<file path="config.mk">
export PLATFORM = sky130hd
export DESIGN_NAME = cart_bank_mapper_flat
export DESIGN_NICKNAME = d
export VERILOG_FILES = /design/src/rtl/cart_bank_mapper_if.sv /design/src/rtl/cart_bank_mapper.sv /design/src/flat_wrapper.sv
export SDC_FILE = /design/constraint.sdc
export NUM_CORES = 1
export LEC_CHECK = 0
export BUFFER_PORTS_ARGS = -buffer_cell sky130_fd_sc_hd__clkbuf_2
export CAP_MARGIN = 20
export CORE_MARGIN = 3
export CORE_UTILIZATION = 43
export CTS_CLUSTER_DIAMETER = 80
export DETAILED_ROUTE_END_ITERATION = 7
export PLACE_DENSITY = 0.73
export SLEW_MARGIN = 0
export SYNTH_ARGS = -nofsm -noshare
export SYNTH_HDL_FRONTEND = slang
export SYNTH_SLANG_ARGS = --single-unit
</file>
<file path="constraint.sdc">
create_clock -name clk -period 3.2 [get_ports clk]
set_input_delay 0 -clock clk [delete_from_list [all_inputs] [get_ports clk]]
set_output_delay 0 -clock clk [all_outputs]
set_load 0.005 [all_outputs]
</file>
<file path="src/rtl/cart_bank_mapper_if.sv">
// Shared mapper/cartridge-type codes and the CPU-slot / ROM-request bus
// between the slot decoder and cart_bank_mapper.

package cart_mapper_pkg;

    localparam logic [5:0] MAPPER_NONE       = 6'd0;
    localparam logic [5:0] MAPPER_LINEAR     = 6'd1;
    localparam logic [5:0] MAPPER_KONAMI     = 6'd2;
    localparam logic [5:0] MAPPER_KONAMI_SCC = 6'd3;
    localparam logic [5:0] MAPPER_ASCII8     = 6'd4;
    localparam logic [5:0] MAPPER_ASCII16    = 6'd5;
    localparam logic [5:0] MAPPER_KOEI       = 6'd6;
    localparam logic [5:0] MAPPER_WIZARDRY   = 6'd7;
    localparam logic [5:0] MAPPER_RTYPE      = 6'd8;

    localparam logic [2:0] CART_TYPE_NONE = 3'd0;
    localparam logic [2:0] CART_TYPE_ROM  = 3'd1;
    localparam logic [2:0] CART_TYPE_SCC  = 3'd2;
    localparam logic [2:0] CART_TYPE_RAM  = 3'd3;

    typedef enum logic [2:0] {
        FAM_NONE,
        FAM_LINEAR,
        FAM_KONAMI,
        FAM_SCC,
        FAM_ASCII8,
        FAM_ASCII16,
        FAM_RTYPE
    } family_t;

    // Koei and Wizardry bank exactly like ASCII8 as far as addressing goes.
    function automatic family_t mapper_family(input logic [5:0] code);
        case (code)
            MAPPER_LINEAR:     mapper_family = FAM_LINEAR;
            MAPPER_KONAMI:     mapper_family = FAM_KONAMI;
            MAPPER_KONAMI_SCC: mapper_family = FAM_SCC;
            MAPPER_ASCII8,
            MAPPER_KOEI,
            MAPPER_WIZARDRY:   mapper_family = FAM_ASCII8;
            MAPPER_ASCII16:    mapper_family = FAM_ASCII16;
            MAPPER_RTYPE:      mapper_family = FAM_RTYPE;
            default:           mapper_family = FAM_NONE;
        endcase
    endfunction

endpackage

interface cart_bank_mapper_if #(
    parameter int CHANNELS = 2,
    parameter int ROM_AW   = 21
);
    logic [CHANNELS-1:0]        slot_sel;
    logic [15:0]                cpu_addr;
    logic [7:0]                 cpu_din;
    logic                       cpu_wr;
    logic                       cpu_rd;
    logic [ROM_AW*CHANNELS-1:0] rom_addr;
    logic [CHANNELS-1:0]        rom_oe;

    modport master (
        output slot_sel, cpu_addr, cpu_din, cpu_wr, cpu_rd,
        input  rom_addr, rom_oe
    );

    modport slave (
        input  slot_sel, cpu_addr, cpu_din, cpu_wr, cpu_rd,
        output rom_addr, rom_oe
    );
endinterface

</file>
<file path="src/rtl/cart_bank_mapper.sv">
// Multi-channel cartridge bank mapper: per-slot bank registers, write decode
// and registered CPU-to-ROM address translation.

module cart_bank_mapper
    import cart_mapper_pkg::*;
#(
    parameter int CHANNELS = 2,
    parameter int ROM_AW   = 21,
    parameter int BANK_W   = 8
) (
    input  logic                       clk,
    input  logic                       reset_n,
    input  logic [CHANNELS-1:0]        en,
    input  logic [6*CHANNELS-1:0]      mapper,
    input  logic [3*CHANNELS-1:0]      cart_type,
    input  logic [ROM_AW*CHANNELS-1:0] rom_mask,
    cart_bank_mapper_if.slave          bus
);

    logic [ROM_AW-1:0] rom_addr_ch [CHANNELS];
    logic              rom_oe_ch   [CHANNELS];

    // NOTE: every signal written in an always_comb gets a default first, so no
    // path through the block can leave it unassigned and infer a latch.
    always_comb begin
        bus.rom_addr = '0;
        bus.rom_oe   = '0;
        for (int c = 0; c < CHANNELS; c++) begin
            bus.rom_addr[c*ROM_AW +: ROM_AW] = rom_addr_ch[c];
            bus.rom_oe[c]                    = rom_oe_ch[c];
        end
    end

    for (genvar ch = 0; ch < CHANNELS; ch++) begin : g_ch
        logic [9:0]        cfg, cfg_q;
        logic [15:0]       a;
        logic [ROM_AW-1:0] mask;
        family_t           fam;
        logic              active, changed, sel_wr, sel_rd;
        logic              wr_hit;
        logic [1:0]        wr_idx;
        logic [BANK_W-1:0] wr_val;
        logic              in_window;
        logic [1:0]        rd_idx;
        logic [BANK_W-1:0] rd_bank;
        logic [ROM_AW-1:0] rd_addr;
        logic [BANK_W-1:0] bank_rst [4];
        logic [BANK_W-1:0] bank_q   [4];
        logic [ROM_AW-1:0] rom_addr_q;
        logic              rom_oe_q;

        assign a       = bus.cpu_addr;
        assign cfg     = {en[ch], cart_type[3*ch +: 3], mapper[6*ch +: 6]};
        assign mask    = rom_mask[ROM_AW*ch +: ROM_AW];
        assign fam     = mapper_family(mapper[6*ch +: 6]);
        assign active  = en[ch] && (cart_type[3*ch +: 3] == CART_TYPE_ROM) && (fam != FAM_NONE);
        assign changed = (cfg != cfg_q);
        assign sel_wr  = active && bus.cpu_wr && bus.slot_sel[ch];
        // A simultaneous write wins: the read strobe is dropped.
        assign sel_rd  = active && bus.cpu_rd && !bus.cpu_wr && bus.slot_sel[ch];

        always_comb begin
            for (int b = 0; b < 4; b++) bank_rst[b] = '0;
            if (fam == FAM_KONAMI || fam == FAM_SCC) begin
                for (int b = 0; b < 4; b++) bank_rst[b] = BANK_W'(b);
            end
            if (fam == FAM_RTYPE) bank_rst[0] = BANK_W'(8'h0F);
        end

        always_comb begin
            wr_hit = 1'b0;
            wr_idx = 2'd0;
            wr_val = BANK_W'(bus.cpu_din);
            case (fam)
                FAM_KONAMI: if (a[15:13] >= 3'd3 && a[15:13] <= 3'd5) begin
                    wr_hit = 1'b1;
                    wr_idx = 2'(a[15:13] - 3'd2);
                end
                FAM_SCC: if (a[12] && !a[11] && a[15:13] >= 3'd2 && a[15:13] <= 3'd5) begin
                    wr_hit = 1'b1;
                    wr_idx = 2'(a[15:13] - 3'd2);
                end
                FAM_ASCII8: if (a[15:13] == 3'b011) begin
                    wr_hit = 1'b1;
                    wr_idx = a[12:11];
                end
                FAM_ASCII16: if (a[15:13] == 3'b011 && !a[11]) begin
                    wr_hit = 1'b1;
                    wr_idx = {1'b0, a[12]};
                end
                FAM_RTYPE: if (a[15:12] == 4'h7) begin
                    wr_hit = 1'b1;
                    wr_idx = 2'd1;
                    wr_val = BANK_W'(bus.cpu_din & (bus.cpu_din[4] ? 8'h17 : 8'h1F));
                end
                default: ;
            endcase
        end

        // 8K pages map 4000/6000/8000/A000 onto B0..B3; 16K pages use cpu_addr[15].
        always_comb begin
            rd_idx    = 2'(a[14:13] - 2'd2);
            in_window = (a[15:14] == 2'b01) || (a[15:14] == 2'b10);
            rd_bank   = bank_q[rd_idx];
            rd_addr   = ROM_AW'({rd_bank, a[12:0]});
            case (fam)
                FAM_ASCII16, FAM_RTYPE: begin
                    rd_bank = bank_q[{1'b0, a[15]}];
                    rd_addr = ROM_AW'({rd_bank, a[13:0]});
                end
                FAM_LINEAR: begin
                    in_window = 1'b1;
                    rd_addr   = ROM_AW'(a);
                end
                default: ;
            endcase
            rd_addr = rd_addr & mask;
        end

        // NOTE: state updates use non-blocking assignments so every register
        // samples pre-edge values regardless of statement order.
        // NOTE: the bank array is mapper state with defined power-up values,
        // not storage, so it is reset like any other register.
        always_ff @(posedge clk) begin
            cfg_q    <= cfg;
            rom_oe_q <= 1'b0;
            if (!reset_n || changed) begin
                for (int b = 0; b < 4; b++) bank_q[b] <= bank_rst[b];
            end else if (sel_wr && wr_hit) begin
                bank_q[wr_idx] <= wr_val;
            end
            if (!reset_n) begin
                rom_addr_q <= '0;
            end else if (!changed && sel_rd && in_window) begin
                rom_addr_q <= rd_addr;
                rom_oe_q   <= 1'b1;
            end
        end

        assign rom_addr_ch[ch] = rom_addr_q;
        assign rom_oe_ch[ch]   = rom_oe_q;
    end

endmodule
</file>
<file path="src/flat_wrapper.sv">
// flat-port wrapper written by rule: the top's interface ports become plain ports
module cart_bank_mapper_flat import cart_mapper_pkg::*;
#(
    parameter int CHANNELS = 2,
    parameter int ROM_AW   = 21,
    parameter int BANK_W   = 8
)
  (clk, reset_n, en, mapper, cart_type, rom_mask, bus_slot_sel, bus_cpu_addr, bus_cpu_din, bus_cpu_wr, bus_cpu_rd, bus_rom_addr, bus_rom_oe);
  cart_bank_mapper_if #(.CHANNELS(CHANNELS), .ROM_AW(ROM_AW)) bus_i ();
  input  logic clk;
  input  logic reset_n;
  input  logic [CHANNELS-1:0] en;
  input  logic [6*CHANNELS-1:0] mapper;
  input  logic [3*CHANNELS-1:0] cart_type;
  input  logic [ROM_AW*CHANNELS-1:0] rom_mask;
  input wire logic [$bits(bus_i.slot_sel)-1:0] bus_slot_sel;
  input wire logic [$bits(bus_i.cpu_addr)-1:0] bus_cpu_addr;
  input wire logic [$bits(bus_i.cpu_din)-1:0] bus_cpu_din;
  input wire logic [$bits(bus_i.cpu_wr)-1:0] bus_cpu_wr;
  input wire logic [$bits(bus_i.cpu_rd)-1:0] bus_cpu_rd;
  output wire logic [$bits(bus_i.rom_addr)-1:0] bus_rom_addr;
  output wire logic [$bits(bus_i.rom_oe)-1:0] bus_rom_oe;
  assign bus_i.slot_sel = bus_slot_sel;
  assign bus_i.cpu_addr = bus_cpu_addr;
  assign bus_i.cpu_din = bus_cpu_din;
  assign bus_i.cpu_wr = bus_cpu_wr;
  assign bus_i.cpu_rd = bus_cpu_rd;
  assign bus_rom_addr = bus_i.rom_addr;
  assign bus_rom_oe = bus_i.rom_oe;
  cart_bank_mapper #(.CHANNELS(CHANNELS), .ROM_AW(ROM_AW), .BANK_W(BANK_W)) u_core (.clk(clk), .reset_n(reset_n), .en(en), .mapper(mapper), .cart_type(cart_type), .rom_mask(rom_mask), .bus(bus_i));
endmodule
</file>
==> impl_metrics.py <==
metrics = {
    "cells_and_area": {
        "diodes": 0,
        "layout-drive-gt1-share_pct": 26.5,
        "nets": 925,
        "syn2layout_area_growth_pct": 37.1,
        "multi_input_area_mm2": 0.00284,
        "final_core_util_pct": 61.4,
        "fill_cells": 1051,
        "fin_cells": 1022,
        "regArea_mm2": 0.00320,
    },
    "setup_path": {
        "crit_required_ns": 3.28,
        "timing.rr.start": "u_core.g_ch[0].cfg_q[6]",
        "critPathArrivalTime_ns": 2.98,
        "end_kind": "flip-flop",
        "critPathLaunchType": "primary input",
        "r2r_end": "u_core.g_ch[0].bank_q[0][1]",
        "crit_type": "primary input to flip-flop",
        "cp_max_fo": 16,
        "rrSetupSlack_ns": 0.45,
        "crit_end": "u_core.g_ch[0].bank_q[0][1]",
        "reg2reg_depth": 6,
        "critPathLaunch": "mapper[3]",
    },
    "global_route": {
        "grt_usage_pct": 25.7,
        "grt_antenna_before_repair": 0,
        "grt_first_pass_wirelength_mm": 32.2,
        "grt_max_degree": 44,
        "overflow": 0,
        "grt_pass1_vias": 5903,
    },
    "pwr": {
        "p_leak_nw": 3.53,
        "p_per_area_mw_per_mm2": 464,
        "irDropWorstVdd_mv": 0.381,
    },
    "synthesis": {
        "avgSynthCellArea_um2": 10.3,
        "yosysWarnings": 0,
        "synth.distinct_cells": 74,
        "synth-seq-area-share_pct": 50.7,
        "syn_area_mm2": 0.00631,
        "ys_seq_elements": 128,
        "synth_edf_count": 64,
        "synth_nets": 706,
        "synth_ff_type": "edfxtp_1",
        "netlist_instances": 610,
        "synthArstFlopShare_pct": 0,
    },
    "sta": {
        "hold_violations": 0,
        "fin_skew_ns": 0.00887,
        "fin_crit_sh_pct": 90.5,
        "slew_headroom_pct": 46.3,
        "setup_tns_ns": 0,
        "worstMarginPinSlew_ns": 0.795,
        "rsz0062_at_grt": "false",
        "setup_viol": 0,
        "timing.fmax_mhz": 345,
        "slew_violations": 0,
        "finalCriticalPeriod_ns": 2.89,
        "setup_slack_ns": 0.305,
    },
    "worst_hold_path": {
        "holdPathStages": 4,
        "hold_class": "primary input to flip-flop",
    },
    "cts": {
        "cts_sinks": 128,
        "cts_buffers": 17,
        "clockRootBuffer": "clkbuf_16",
        "cts.htree.levels": 4,
        "post_cts_buffers": 0,
        "worstSkewPairLatency_ns": 0.42,
        "clk_path_buf_depth": 2,
        "clkSlewWorstSetupHoldPaths_ns": 0.06,
        "tritoncts": "yes",
    },
    "route": {
        "drt.antenna.violating_nets": 0,
        "post_drt_wl_per_cell_um": 20.3,
        "drt_iter0_drc": 522,
        "vias_per_cell": 5.81,
        "drc_errors": 0,
        "drt_first_pass_iters": 5,
        "totalWireLength_mm": 20.8,
        "vias": 5938,
    },
    "flow_run": {
        "max_cap_violations": 0,
    },
    "floorplanning": {
        "pin_count": 136,
        "start_util_pct": 44.8,
        "die_h_um": 127,
        "die_x_um": 127,
        "fp.coreArea_mm2": 0.0141,
        "placementRows": 43,
        "die_area_mm2": 0.0162,
    },
    "place": {
        "place.gp.congestion": 0.883,
        "dpl_worst_slack_ns": 0.250,
        "port_buffers": 135,
        "hpwl_mm": 13.9,
        "placed_cells": 900,
    },
    "outcome": {
        "outcome": "complete, no violations",
    },
}
[cell usage after synthesis, types with 3 or more instances]
library cell / instances / area, um^2
dfxtp_1: 64 / 1280
edfxtp_1: 64 / 1920
nand2_1: 61 / 229
nor2_1: 49 / 184
a21oi_1: 47 / 235
nand3_1: 32 / 160
inv_1: 28 / 105
nand4_1: 25 / 156
clkbuf_1: 19 / 71.3
mux2i_1: 16 / 160
mux4_2: 14 / 315
o21ai_0: 13 / 65.1
o22ai_1: 13 / 81.3
nor3_1: 11 / 55.1
xor2_1: 11 / 96.3
xnor2_1: 10 / 87.6
buf_2: 9 / 45.0
nor3b_1: 9 / 67.6
nor4_1: 9 / 56.3
a21o_1: 8 / 60.1
mux2_2: 7 / 78.8
nor2b_1: 7 / 43.8
and3b_1: 4 / 35.0
buf_1: 4 / 15.0
ha_1: 4 / 50.1
nand2b_1: 4 / 25.0
o31ai_1: 4 / 30.0
and3_1: 3 / 18.8
buf_4: 3 / 22.5
[power breakdown]
part | total (W) | internal [W] | leakage [nW] | switching, W
Combinational | 0.000324 | 0.000153 | 1.91 | 0.000171
Clock | 0.00196 | 0.00123 | 0.307 | 0.000729
Sequential | 0.00173 | 0.00172 | 1.31 | 0.00000802
Total | 0.00401 | 0.00310 | 3.53 | 0.000908
[repair_timing]
action                    4_1_cts  5_1_grt
hold endpoints to repair       70        0
hold buffers                   90        0
resized for setup               0        0
[layer usage]
layer | share of wire [%] | GRT usage (%) | vias to the layer above
met4 | 3.3 | 11.0 | 0
met3 | 9.3 | 6.40 | 55
li1 | - | - | 2687
met1 | 38 | 31.7 | 2834
met2 | 49 | 43.1 | 362
met5 | 0 | 0 | -
[critical path: stages]
cell and delay (ns):
dlygate4sd3_1 0.54, clkbuf_2 0.25, xor2_1 0.22, nor4_1 0.43, and4_1 0.43, o2111ai_1 0.25, or3b_1 0.54, nand2_1 0.31
[worst min-delay path by stage]
stage          slack, ns                       endpoint        startpoint
2_1_floorplan       0.03        u_core.g_ch[0].cfg_q[0]         mapper[0]
3_3_place_gp        0.14        u_core.g_ch[1].cfg_q[6]      cart_type[3]
3_5_place_dp        0.15        u_core.g_ch[1].cfg_q[9]             en[1]
4_1_cts             0.01  u_core.g_ch[1].rom_addr_q[11]  bus_cpu_addr[11]
5_1_grt             0.04    u_core.g_ch[1].bank_q[0][1]    bus_cpu_din[1]
6_report            0.03        u_core.g_ch[0].rom_oe_q        bus_cpu_rd
[area by class of cell]
cell class | count | share of cell area [%]
Clock inverter | 10 | 1.10
Inverter | 29 | 1.26
Timing Repair Buffer | 237 | 19.3
Sequential cell | 128 | 37.0
Clock buffer | 22 | 5.97
Multi-Input combinational cell | 416 | 32.8
Tap cell | 180 | 2.60
[cell families after synthesis]
family,after synthesis,share of synthesized area (%)
multiplexers,38,9.02
flip-flops,128,50.7
adder cells (fa/ha/maj),4,0.793
XOR/XNOR,21,2.91
AO/OA/AOI/OAI,112,11.9
buffers and inverters,66,4.52
AND/OR/NAND/NOR,241,20.2
[cells in the final DEF (no fill, tap or decap), types with 11 or more instances in the layout]
master,netlist,routed
a21oi_1,47,47
buf_4,3,12
clkbuf_16,0,19
clkbuf_2,0,135
dfxtp_1,64,64
dlygate4sd3_1,0,90
edfxtp_1,64,64
inv_1,28,28
mux2i_1,16,16
mux4_2,14,14
nand2_1,61,61
nand3_1,32,32
nand4_1,25,25
nor2_1,49,49
o21ai_0,13,13
o22ai_1,13,13
xor2_1,11,11
[per-stage QoR]
| stage | instance area (um^2) | power (W) | hold slack (ns) |
|---|---|---|---|
| after floorplan | 6310 | 0.00190 | 0.0277 |
| after global placement | 7140 | 0.00201 | 0.144 |
| after detailed placement | 7140 | 0.00201 | 0.149 |
| after CTS | 8660 | 0.00401 | 0.00977 |
| after global routing | 8660 | 0.00412 | 0.0371 |
| final | 8660 | 0.00401 | 0.0308 |
[flip-flops by register name, summed over array words and instances (netlist names)]
name / flops
u_core.g_ch.rom_addr_q: 42
u_core.g_ch.rom_oe_q: 2
u_core.g_ch.bank_q: 64
u_core.g_ch.cfg_q: 20
No activity file was read; power rests on OpenSTA's default activity.
